===== src/rtl/div_sequencer_if.sv =====
// Issue, MTHI/MTLO and readback bundle between the execute stage and the
// HI/LO divide unit.
interface div_sequencer_if;
   logic        div_start;
   logic        div_signed;
   logic [31:0] op_a;
   logic [31:0] op_b;
   logic        mthi_we;
   logic        mtlo_we;
   logic [31:0] wdata;
   logic        rd_req;
   logic [31:0] hi;
   logic [31:0] lo;
   logic        busy;
   logic        done;
   logic        stall;

   modport master (
      output div_start, div_signed, op_a, op_b, mthi_we, mtlo_we, wdata, rd_req,
      input  hi, lo, busy, done, stall
   );

   modport slave (
      input  div_start, div_signed, op_a, op_b, mthi_we, mtlo_we, wdata, rd_req,
      output hi, lo, busy, done, stall
   );
endinterface


===== src/rtl/div_sequencer.sv =====
// 32-iteration restoring divider owning the MIPS HI/LO registers; divides
// magnitudes, then applies the DIV sign rules in a single fix-up cycle.
module div_sequencer (
   input  logic            clk,
   input  logic            reset,
   div_sequencer_if.slave  bus
);
   typedef enum logic [1:0] {IDLE, ITER, FIX} state_t;

   typedef struct packed {
      logic        sign_q;
      logic        sign_r;
      logic        dz;
      logic [31:0] raw_a;
   } div_ctx_t;

   state_t      state, state_nx;
   logic [4:0]  count;
   logic [31:0] rem, quo, divisor;
   div_ctx_t    ctx;
   logic [31:0] hi_r, lo_r;
   logic        done_r;

   logic [31:0] mag_a, mag_b;
   logic [63:0] shifted;
   logic [32:0] trial;

   always_comb begin
      mag_a   = (bus.div_signed && bus.op_a[31]) ? ~bus.op_a + 32'd1 : bus.op_a;
      mag_b   = (bus.div_signed && bus.op_b[31]) ? ~bus.op_b + 32'd1 : bus.op_b;
      shifted = {rem, quo} << 1;
      trial   = {1'b0, shifted[63:32]} - {1'b0, divisor};
   end

   always_ff @(posedge clk or posedge reset) begin
      if (reset) state <= IDLE;
      else       state <= state_nx;
   end

   always_comb begin
      state_nx = state;
      case (state)
         IDLE:    if (bus.div_start) state_nx = ITER;
         ITER:    if (count == 5'd31) state_nx = FIX;
         FIX:     state_nx = IDLE;
         default: state_nx = IDLE;
      endcase
   end

   always_ff @(posedge clk or posedge reset) begin
      if (reset) begin
         count   <= '0;
         rem     <= '0;
         quo     <= '0;
         divisor <= '0;
         ctx     <= '0;
         hi_r    <= '0;
         lo_r    <= '0;
         done_r  <= 1'b0;
      end else begin
         done_r <= (state == FIX);
         // MTHI/MTLO land first so a completing division overrides them
         if (bus.mthi_we) hi_r <= bus.wdata;
         if (bus.mtlo_we) lo_r <= bus.wdata;
         case (state)
            IDLE: if (bus.div_start) begin
               rem        <= '0;
               quo        <= mag_a;
               divisor    <= mag_b;
               count      <= '0;
               ctx.sign_q <= bus.div_signed & (bus.op_a[31] ^ bus.op_b[31]);
               ctx.sign_r <= bus.div_signed & bus.op_a[31];
               ctx.dz     <= (bus.op_b == 32'd0);
               ctx.raw_a  <= bus.op_a;
            end
            ITER: begin
               count <= count + 5'd1;
               if (!trial[32]) begin
                  rem <= trial[31:0];
                  quo <= {shifted[31:1], 1'b1};
               end else begin
                  rem <= shifted[63:32];
                  quo <= shifted[31:0];
               end
            end
            FIX: begin
               // divide-by-zero leaves the dividend untouched in HI
               if (ctx.dz) begin
                  lo_r <= 32'hFFFF_FFFF;
                  hi_r <= ctx.raw_a;
               end else begin
                  lo_r <= ctx.sign_q ? ~quo + 32'd1 : quo;
                  hi_r <= ctx.sign_r ? ~rem + 32'd1 : rem;
               end
            end
            default: ;
         endcase
      end
   end

   assign bus.hi    = hi_r;
   assign bus.lo    = lo_r;
   assign bus.busy  = (state != IDLE);
   assign bus.done  = done_r;
   assign bus.stall = bus.rd_req & (state != IDLE);
endmodule


===== src/flat_wrapper.sv =====
// flat-port wrapper written by rule: the top's interface ports become plain ports
module div_sequencer_flat 
  (clk, reset, bus_div_start, bus_div_signed, bus_op_a, bus_op_b, bus_mthi_we, bus_mtlo_we, bus_wdata, bus_rd_req, bus_hi, bus_lo, bus_busy, bus_done, bus_stall);
  div_sequencer_if bus_i ();
  input  logic clk;
  input  logic reset;
  input wire logic [$bits(bus_i.div_start)-1:0] bus_div_start;
  input wire logic [$bits(bus_i.div_signed)-1:0] bus_div_signed;
  input wire logic [$bits(bus_i.op_a)-1:0] bus_op_a;
  input wire logic [$bits(bus_i.op_b)-1:0] bus_op_b;
  input wire logic [$bits(bus_i.mthi_we)-1:0] bus_mthi_we;
  input wire logic [$bits(bus_i.mtlo_we)-1:0] bus_mtlo_we;
  input wire logic [$bits(bus_i.wdata)-1:0] bus_wdata;
  input wire logic [$bits(bus_i.rd_req)-1:0] bus_rd_req;
  output wire logic [$bits(bus_i.hi)-1:0] bus_hi;
  output wire logic [$bits(bus_i.lo)-1:0] bus_lo;
  output wire logic [$bits(bus_i.busy)-1:0] bus_busy;
  output wire logic [$bits(bus_i.done)-1:0] bus_done;
  output wire logic [$bits(bus_i.stall)-1:0] bus_stall;
  assign bus_i.div_start = bus_div_start;
  assign bus_i.div_signed = bus_div_signed;
  assign bus_i.op_a = bus_op_a;
  assign bus_i.op_b = bus_op_b;
  assign bus_i.mthi_we = bus_mthi_we;
  assign bus_i.mtlo_we = bus_mtlo_we;
  assign bus_i.wdata = bus_wdata;
  assign bus_i.rd_req = bus_rd_req;
  assign bus_hi = bus_i.hi;
  assign bus_lo = bus_i.lo;
  assign bus_busy = bus_i.busy;
  assign bus_done = bus_i.done;
  assign bus_stall = bus_i.stall;
  div_sequencer u_core (.clk(clk), .reset(reset), .bus(bus_i));
endmodule

===== config.mk =====
export PLATFORM = sky130hd
export DESIGN_NAME = div_sequencer_flat
export DESIGN_NICKNAME = d
export VERILOG_FILES = /design/src/rtl/div_sequencer_if.sv /design/src/rtl/div_sequencer.sv /design/src/flat_wrapper.sv
export SDC_FILE = /design/constraint.sdc
export NUM_CORES = 1
export LEC_CHECK = 0
export CAP_MARGIN = 15
export CORE_UTILIZATION = 57
export DETAILED_ROUTE_END_ITERATION = 7
export HOLD_SLACK_MARGIN = 0.05
export PLACE_DENSITY = 0.84
export SLEW_MARGIN = 20
export SYNTH_ARGS = -nofsm -noshare
export SYNTH_HDL_FRONTEND = slang
export SYNTH_SLANG_ARGS = --single-unit

===== constraint.sdc =====
create_clock -name clk -period 8.1 [get_ports clk]
set_input_delay 1.215 -clock clk [delete_from_list [all_inputs] [get_ports clk]]
set_output_delay 1.215 -clock clk [all_outputs]
set_load 0.02 [all_outputs]

Yosys cells after proc, flatten, opt, wreduce, memory -nomap -nowiden
Index checks and enable logic that the tools add are counted.
{ "word_totals": {"reg_bits": 203, "inputBits": 103, "out_inout_bits": 67, "word_cells": 63} }
{ "op_classes": {"add_sub_neg": 6, "n_eq_ne": 5, "muxes": 21, "bitwise_logic": 8, "reduce_logical": 11} }
{ "ops": {"columns": ["operator", "n"], "rows": [
  ["32-bit two-way mux", 13],
  ["32-bit by 1-bit adder with 32-bit output, second input constant", 4],
  ["32-bit inverter", 4],
  ["32-bit case mux with 2 select lines", 2],
  ["32-bit by 32-bit subtractor with 33-bit output", 1],
  ["32-bit zero test", 1],
  ["5-bit case mux with 2 select lines", 1],
  ["2-bit nonzero test", 4],
  ["2-bit AND reduction", 3],
  ["5-bit by 1-bit adder with 5-bit output, second input constant", 1],
  ["5-bit == test, second input constant", 1],
  ["5-bit two-way mux", 1],
  ["2-bit two-way mux", 2],
  ["2-bit case mux with 2 select lines", 1],
  ["1-bit bitwise AND", 3],
  ["2-bit by 1-bit == test with 1-bit output, second input constant", 1],
  ["2-bit == test, second input constant", 1],
  ["1-bit logical AND", 2],
  ["2-bit zero test", 1],
  ["2-bit by 1-bit inequality test with 1-bit output, second input constant", 1],
  ["2-bit inequality test, second input constant", 1],
  ["1-bit two-way mux", 1],
  ["1-bit bitwise XOR", 1]
]} }

Longest topological paths before layout
Gate-level depths: netlist of the first run.
{ "logic_depth": {"depth_word": 5, "ltp_mapped": 14, "depth_no_buf": 12} }

Worst setup path after synthesis of the first run
Ideal clock, no wire load.
{ "synth_timing": {"path_type": "input to register", "from": "input bus_op_b[8]", "to": "register u_core.divisor[29]", "setup_time_ns": 0.134, "arrival_ns": 3.528, "path_slack_ns": 4.437, "stages": 9, "cell_sequence": "or4_1 -> or4_4 -> or3_1 -> nand2b_1 -> nor2b_1 -> nand2_1 -> o41ai_1 -> xor2_1 -> o21ai_0"} }
{ "synth_via": {"elab_chain_cells": 3} }
{ "synth_lines": {"columns": ["element", "line_no", "text"], "rows": [
  ["start, declared", "flat_wrapper.sv:10", "input wire logic [$bits(bus_i.op_b)-1:0] bus_op_b;"],
  ["32-bit inverter", "div_sequencer.sv:30", "mag_b = (bus.div_signed && bus.op_b[31]) ? ~bus.op_b + 32'd1 : bus.op_b;"],
  ["32-bit by 1-bit adder with 32-bit output", "div_sequencer.sv:30", null],
  ["32-bit two-way mux", "div_sequencer.sv:30", null],
  ["end signal, assigned", "div_sequencer.sv:69", "divisor <= mag_b;"],
  ["end, declared", "div_sequencer.sv:19", "logic [31:0] rem, quo, divisor;"]
]} }
Every way passes these cells.
A chain may end at the register's enable or synchronous reset.

Final worst setup path of the first run
{ "layout_timing": {"from": "register u_core.rem[12]", "to": "register u_core.rem[15]"} }
{ "layout_via": {"elab_chain_cells": 3} }
{ "layout_lines": {"columns": ["element", "line_no", "text"], "rows": [
  ["start, declared", "div_sequencer.sv:19", null],
  ["start signal, assigned", "div_sequencer.sv:79", "rem <= trial[31:0];"],
  ["start signal, assigned", "div_sequencer.sv:82", "rem <= shifted[63:32];"],
  ["32-bit by 32-bit subtractor with 33-bit output", "div_sequencer.sv:32", "trial = {1'b0, shifted[63:32]} - {1'b0, divisor};"],
  ["32-bit two-way mux", "div_sequencer.sv:78", "if (!trial[32]) begin"],
  ["32-bit case mux with 2 select lines", "div_sequencer.sv:65", "case (state)"]
]} }
Every way passes these cells.

==> flow_summary.ini, run 1 <==
[run_status]
outcome = finished, final reports clean

[logic_synthesis]
yosys.area_share.simple_pct = 16.8
avgSynthCellArea_um2 = 8.63
muxShareOfSynthArea_pct = 5.47
yosys-top-cells-count = dfrtp_1, nand2_1, o21ai_0, a21oi_1, nor2_1
ys.flop_type = dfrtp_1
synth_area_leaders = dfrtp_1, xor2_1, nand2_1, o21ai_0, mux2i_1
synth_xor_area_share_pct = 9.29
synth_edf_count = 0
synth_top_area_share_pct = 39.1
synth_most_common_cell = dfrtp_1
synthCells = 1506
synth_fa_ha_area_share_pct = 3.91
synth_seq_cells = 203
ys_warn_count = 0
synth_top_family_by_area = compound AO/OA/AOI/OAI gates
synth-async-reset-ratio_pct = 100
yosysSeqAreaShare_pct = 39.1
synth_compound_area_share_pct = 21.3
ys_types = 61
syn-num-nets = 1649
yosysTopAreaCell = dfrtp_1
syn-cell-area_um2 = 13000

[placement]
finalWeightedCongestion = 0.902
place_area_um2 = 14800
io_buffer_count = 169
hpwl_um = 24500

[setup_path]
r2r_start = u_core.rem[12]
start_kind = flop
worst_ep_arrival_time_ps = 4360
crit_required_ps = 8510
critPathMaxFanout = 56
path_class = reg2reg
reg2reg_depth = 11
rrSetupSlack_ps = 4150
critical_path.endpoint_type = flop
reg2reg_to = u_core.rem[15]

[drt]
route.detailed.drc = 0
drt_iter0_drc = 888
avgViaCountPerCell = 6.26
ant_nets = 0
via_count = 12000
totalWireLength_um = 35800
dr.pass1.iters = 5
wl_per_cell_um = 18.7

[finish]
n_antenna_cell = 0
area_delta_synth_final_pct = 19.6
seq_area_um2 = 5080
final_cell_area_um2 = 15600
fillCellCount = 1700
final_nets = 1761
drive_gt1_share_pct = 4.53
multi_input_area_um2 = 7410

[clock_tree]
cts_buffers = 23
cts_tree = built
cts.sinks = 203
clockBufferDepth = 3
htree_levels = 1
cts_setup_buffers = 0
cts-hold-fix-buffers = 0
root_buffer = clkbuf_16
insertion_delay_ps = 540
cts_resized = 0
cts.clk_slew.worst_paths_ps = 60

[timing]
fin_crit_ps = 3950
worstMarginPinSlew_ps = 1140
rsz0062_at_grt = false
setup-tns-final_ps = 0
relSlewSlack_pct = 23.9
drv_slew = 0
hold_violations = 0
setup_violations = 0
fmax_mhz = 253
period_share_pct = 48.8
skew_ps = 20.7

[global_routing]
antenna_found_initial = 0
grt_usage_pct = 31.3
grt_pass1_wl_um = 59700
grt_max_degree = 125
grt_pass1_vias = 11900
overflow = 0

[min_path]
holdCritStartpoint = u_core.ctx[22]
hold_path_depth = 2
worstHoldPathType = reg2reg
min_to = u_core.ctx[22]

[floorplanning]
core_area_um2 = 22100
initial_utilization_pct = 58.9
die_area_um2 = 23400
ios = 170
fp.dieH_um = 153
die_w_um = 153
num_rows = 54

[pwr]
seq_power_share_pct = 29.7
power_density_nw_per_um2 = 399
switching_power_uw = 2800
ir_drop_uv = 267
p_int_uw = 3400
switching_share_pct = 45.1
comb_power_share_pct = 53.3
power_leakage_uw = 0.00665
clockPowerShare_pct = 17.1

[flow_run]
cap_violations = 0
[logic make-up (layout without fill, tap and decap cells)]
| family | after synthesis | count (layout) |
|---|---|---|
| xor+xnor | 138 | 138 |
| buf+inv | 142 | 268 |
| fa+ha+maj | 40 | 40 |
| mux | 71 | 71 |
| simple gates | 468 | 468 |
| compound gates | 444 | 444 |
| flops | 203 | 203 |
[registers in the layout, summed over array words and instances (netlist names)]
register / cells
u_core.state: 2
u_core.bus.done: 1
u_core.quo: 32
u_core.rem: 32
u_core.bus.hi: 32
u_core.bus.lo: 32
u_core.ctx: 35
u_core.count: 5
u_core.divisor: 32
[power groups by stage]
stage	Clock, µW	Sequential (µW)	Combinational (µW)
floorplan	0	1740	2510
global placement	0	1820	3140
detailed placement	0	1840	3240
CTS	1060	1820	3280
global route	1110	1890	3710
finish	1060	1840	3300
[critical path, cell delays in order, from the launching register on]
cell and delay, ps:
dfrtp_1 480, ha_1 400, a2111o_1 430, a31o_2 210
a22oi_1 240, o211ai_1 200, a311oi_1 550, o31a_1 200
buf_4 460, nand2b_1 310, a31oi_1 80, a311o_1 280
[metrics by stage]
stage | hold WS (ps) | std cells | worst slack, ps | power (µW) | util [%]
after floorplan | 440 | 1506 | 1350 | 4240 | -
after global placement | 458 | 1873 | 3740 | 4960 | 67.0
after detailed placement | 461 | 1873 | 3680 | 5080 | 67.0
after CTS | 476 | 1912 | 4180 | 6170 | 70.4
after global routing | 496 | 1912 | 3920 | 6710 | 70.4
final | 476 | 1912 | 4150 | 6200 | 70.4
[area by class of cell]
type / count / share of cell area (%)
flip-flops and latches: 203 / 32.7
repair buffers: 179 / 11.3
multi-input cells: 1161 / 47.6
inverters: 50 / 1.25
clock buffers: 30 / 4.13
clock inverters: 9 / 0.740
well taps: 280 / 2.25
[placed cells by master (no fill, tap or decap), types with 11 or more instances in the layout]
cell	n
clkdlybuf4s50_1	167
nand2_1	201
a22oi_1	61
xor2_1	89
inv_1	48
xnor2_1	49
or2_2	11
dfrtp_1	203
o21ai_0	150
mux2i_1	71
ha_1	39
a211oi_1	28
o41ai_1	15
nor2b_1	14
a21oi_1	94
nor3_1	20
o31ai_1	27
nor2_1	92
nor4_1	14
nand3_1	37
clkbuf_16	23
nand2b_1	13
[layer usage]
layer	track usage, %	share of wire (%)
met1	39.7	42
met2	53.9	49
met3	3.63	5.6
met4	13.6	3.7
met5	0	0
[worst max-delay path by stage]
stage	slack, ps	end	start	cells past startpoint
2_1_floorplan	1350	u_core.bus.done	reset	1
3_3_place_gp	3740	u_core.divisor[29]	bus_op_b[8]	10
3_5_place_dp	3680	u_core.quo[31]	bus_op_a[8]	10
4_1_cts	4180	u_core.rem[15]	u_core.rem[12]	11
5_1_grt	3920	u_core.rem[31]	u_core.rem[12]	11
6_report	4150	u_core.rem[15]	u_core.rem[12]	11
(Power assumes the default switching activity.)
==> inputs of run 2 (changes only) <==
==> constraint.sdc (replaced) <==
create_clock -name clk -period 3.8 [get_ports clk]
set_input_delay 0.57 -clock clk [delete_from_list [all_inputs] [get_ports clk]]
set_output_delay 0.57 -clock clk [all_outputs]
set_load 0.02 [all_outputs]
==> run 2 against run 1 <==
Net effect:
- critical path depth shrank 1
- count of clock-buffer cells in the layout grew 7
- total power grew 120%
- final cell count grew 1.3%
- highest routed layer unchanged
- global-route usage grew 0.35 points
- non-clock buffer count grew 21
- worst hold slack lost 4.5 ps
==> flow_summary.ini, run 2 (synthesis gave the netlist of run 1 again) <==
[clock_tree]
cts.sinks = 203
clockBufferDepth = 3
root_buffer = clkbuf_16
cts_buffers = 23
cts_resized = 0
insertion_delay_ps = 520
cts_setup_buffers = 0
htree_levels = 1
cts_tree = built
cts.clk_slew.worst_paths_ps = 60
cts-hold-fix-buffers = 0

[floorplanning]
fp.dieH_um = 153
ios = 170
core_area_um2 = 22100
die_area_um2 = 23400
die_w_um = 153
initial_utilization_pct = 58.9
num_rows = 54

[placement]
placed_cells = 1894
hpwl_um = 25700
io_buffer_count = 169
finalWeightedCongestion = 0.858

[run_status]
outcome = finished, final reports clean

[timing]
rsz0062_at_grt = false
hold-worst-slack_ps = 471
setup_violations = 0
relSlewSlack_pct = 23.4
period_share_pct = 94.8
fmax_mhz = 278
worstMarginPinSlew_ps = 1150
drv_slew = 0
fin_crit_ps = 3600
hold_violations = 0
skew_ps = 14.8

[setup_path]
rrSetupSlack_ps = 200
worst-path-buf-inv = 0
r2r_start = u_core.rem[13]
crit_slowest_cell = a311oi_1
worst_ep_arrival_time_ps = 4000
reg2reg_to = u_core.rem[19]
cpLargestDelayFamily = compound AO/OA/AOI/OAI gates
cp_num_cells = 10
reg2reg_depth = 10
critical_path.endpoint_type = flop
max_stage_delay_ps = 570
start_kind = flop
critPathMaxFanout = 9
path_cells = ha_1 -> a2111o_1 -> a31o_2 -> a22oi_1 -> o211ai_1 -> a311oi_1 -> o31a_1 -> nand2b_1 -> a21oi_1 -> a311o_1
crit_required_ps = 4200
path_class = reg2reg

[finish]
drive_gt1_share_pct = 5.80
final_nets = 1782
mostFrequentLayoutCell = dfrtp_1
fillCellCount = 1636
final_cell_mix = dfrtp_1, nand2_1, clkdlybuf4s50_1
largest_reg_flops = 35
n_antenna_cell = 0
top_register = u_core.ctx
area_delta_synth_final_pct = 21.4
fin_cells = 1936

[drt]
dr.pass1.iters = 5
drt_iter0_drc = 966
wl_per_cell_um = 19.0
totalWireLength_um = 36800
via_count = 12200
ant_nets = 0
route.detailed.drc = 0
avgViaCountPerCell = 6.32

[global_routing]
antenna_found_initial = 0
grt_max_degree = 82
grt_pass1_vias = 12100
overflow = 0
grt_pass1_wl_um = 60300
grt_usage_pct = 31.6

[min_path]
hold_path_depth = 2
min_to = u_core.ctx[23]
worstHoldPathType = reg2reg
holdCritStartpoint = u_core.ctx[23]

[flow_run]
cap_violations = 0

[pwr]
ir_drop_uv = 580
power_density_nw_per_um2 = 859
power_leakage_uw = 0.00679
-- run 2: changes by cell type in the layout (fill, tap and decap cells not counted), sizes merged --
cell	change
clkinv	-2
clkbuf	+7
buf	+21
inv	-1
clkinvlp	-1
-- run 2: report_power, final --
part	internal, µW	switching, µW	total [µW]
Combinational	3080	4250	7330
Sequential	2990	891	3880
Clock	1430	920	2350
-- run 2: per-layer routing --
metal  vias to the layer above  share of wire, %  track usage [%]
met2                       534                49             54.8
met3                       113               6.8             4.65
met4                         0               4.0             13.9
met1                      5914                41             39.1
li1                       5668                 -                -
met5                         -                 0                0
-- run 2: worst reg2reg max path: cells and delay by family (launching register included) --
family,cells,cell delay [ps]
AND/OR/NAND/NOR,1,280
flip-flops,1,470
AO/OA/AOI/OAI,8,2380
adder cells (fa/ha/maj),1,330
-- run 2: worst max path at each step --
stage | start | end | slack (ps)
floorplan | reset | u_core.bus.done | 600
global placement | bus_op_b[8] | u_core.divisor[29] | 110
detailed placement | bus_op_b[8] | u_core.divisor[29] | -40
CTS | u_core.rem[13] | u_core.rem[19] | 280
global route | u_core.divisor[13] | u_core.rem[19] | 30
finish | u_core.rem[13] | u_core.rem[19] | 200
-- run 2: stage by stage --
stage	setup TNS, ps	utilization (%)	instance area [µm²]	worst slack (ps)	power [µW]
2_1_floorplan	0	-	13000	600	9050
3_3_place_gp	0	67.8	15000	106	10800
3_5_place_dp	-40.1	67.8	15000	-40.1	11000
4_1_cts	0	71.4	15800	284	13500
5_1_grt	0	71.4	15800	27.6	14600
6_report	0	71.4	15800	197	13600
-- run 2: final cells by class --
type | instances | area [µm²] | share of cell area, %
inverters | 50 | 191 | 1.21
well taps | 280 | 350 | 2.22
clock inverters | 5 | 78.8 | 0.499
multi-input cells | 1161 | 7400 | 46.9
clock buffers | 37 | 718 | 4.55
flip-flops and latches | 203 | 5080 | 32.2
repair buffers | 200 | 1960 | 12.4
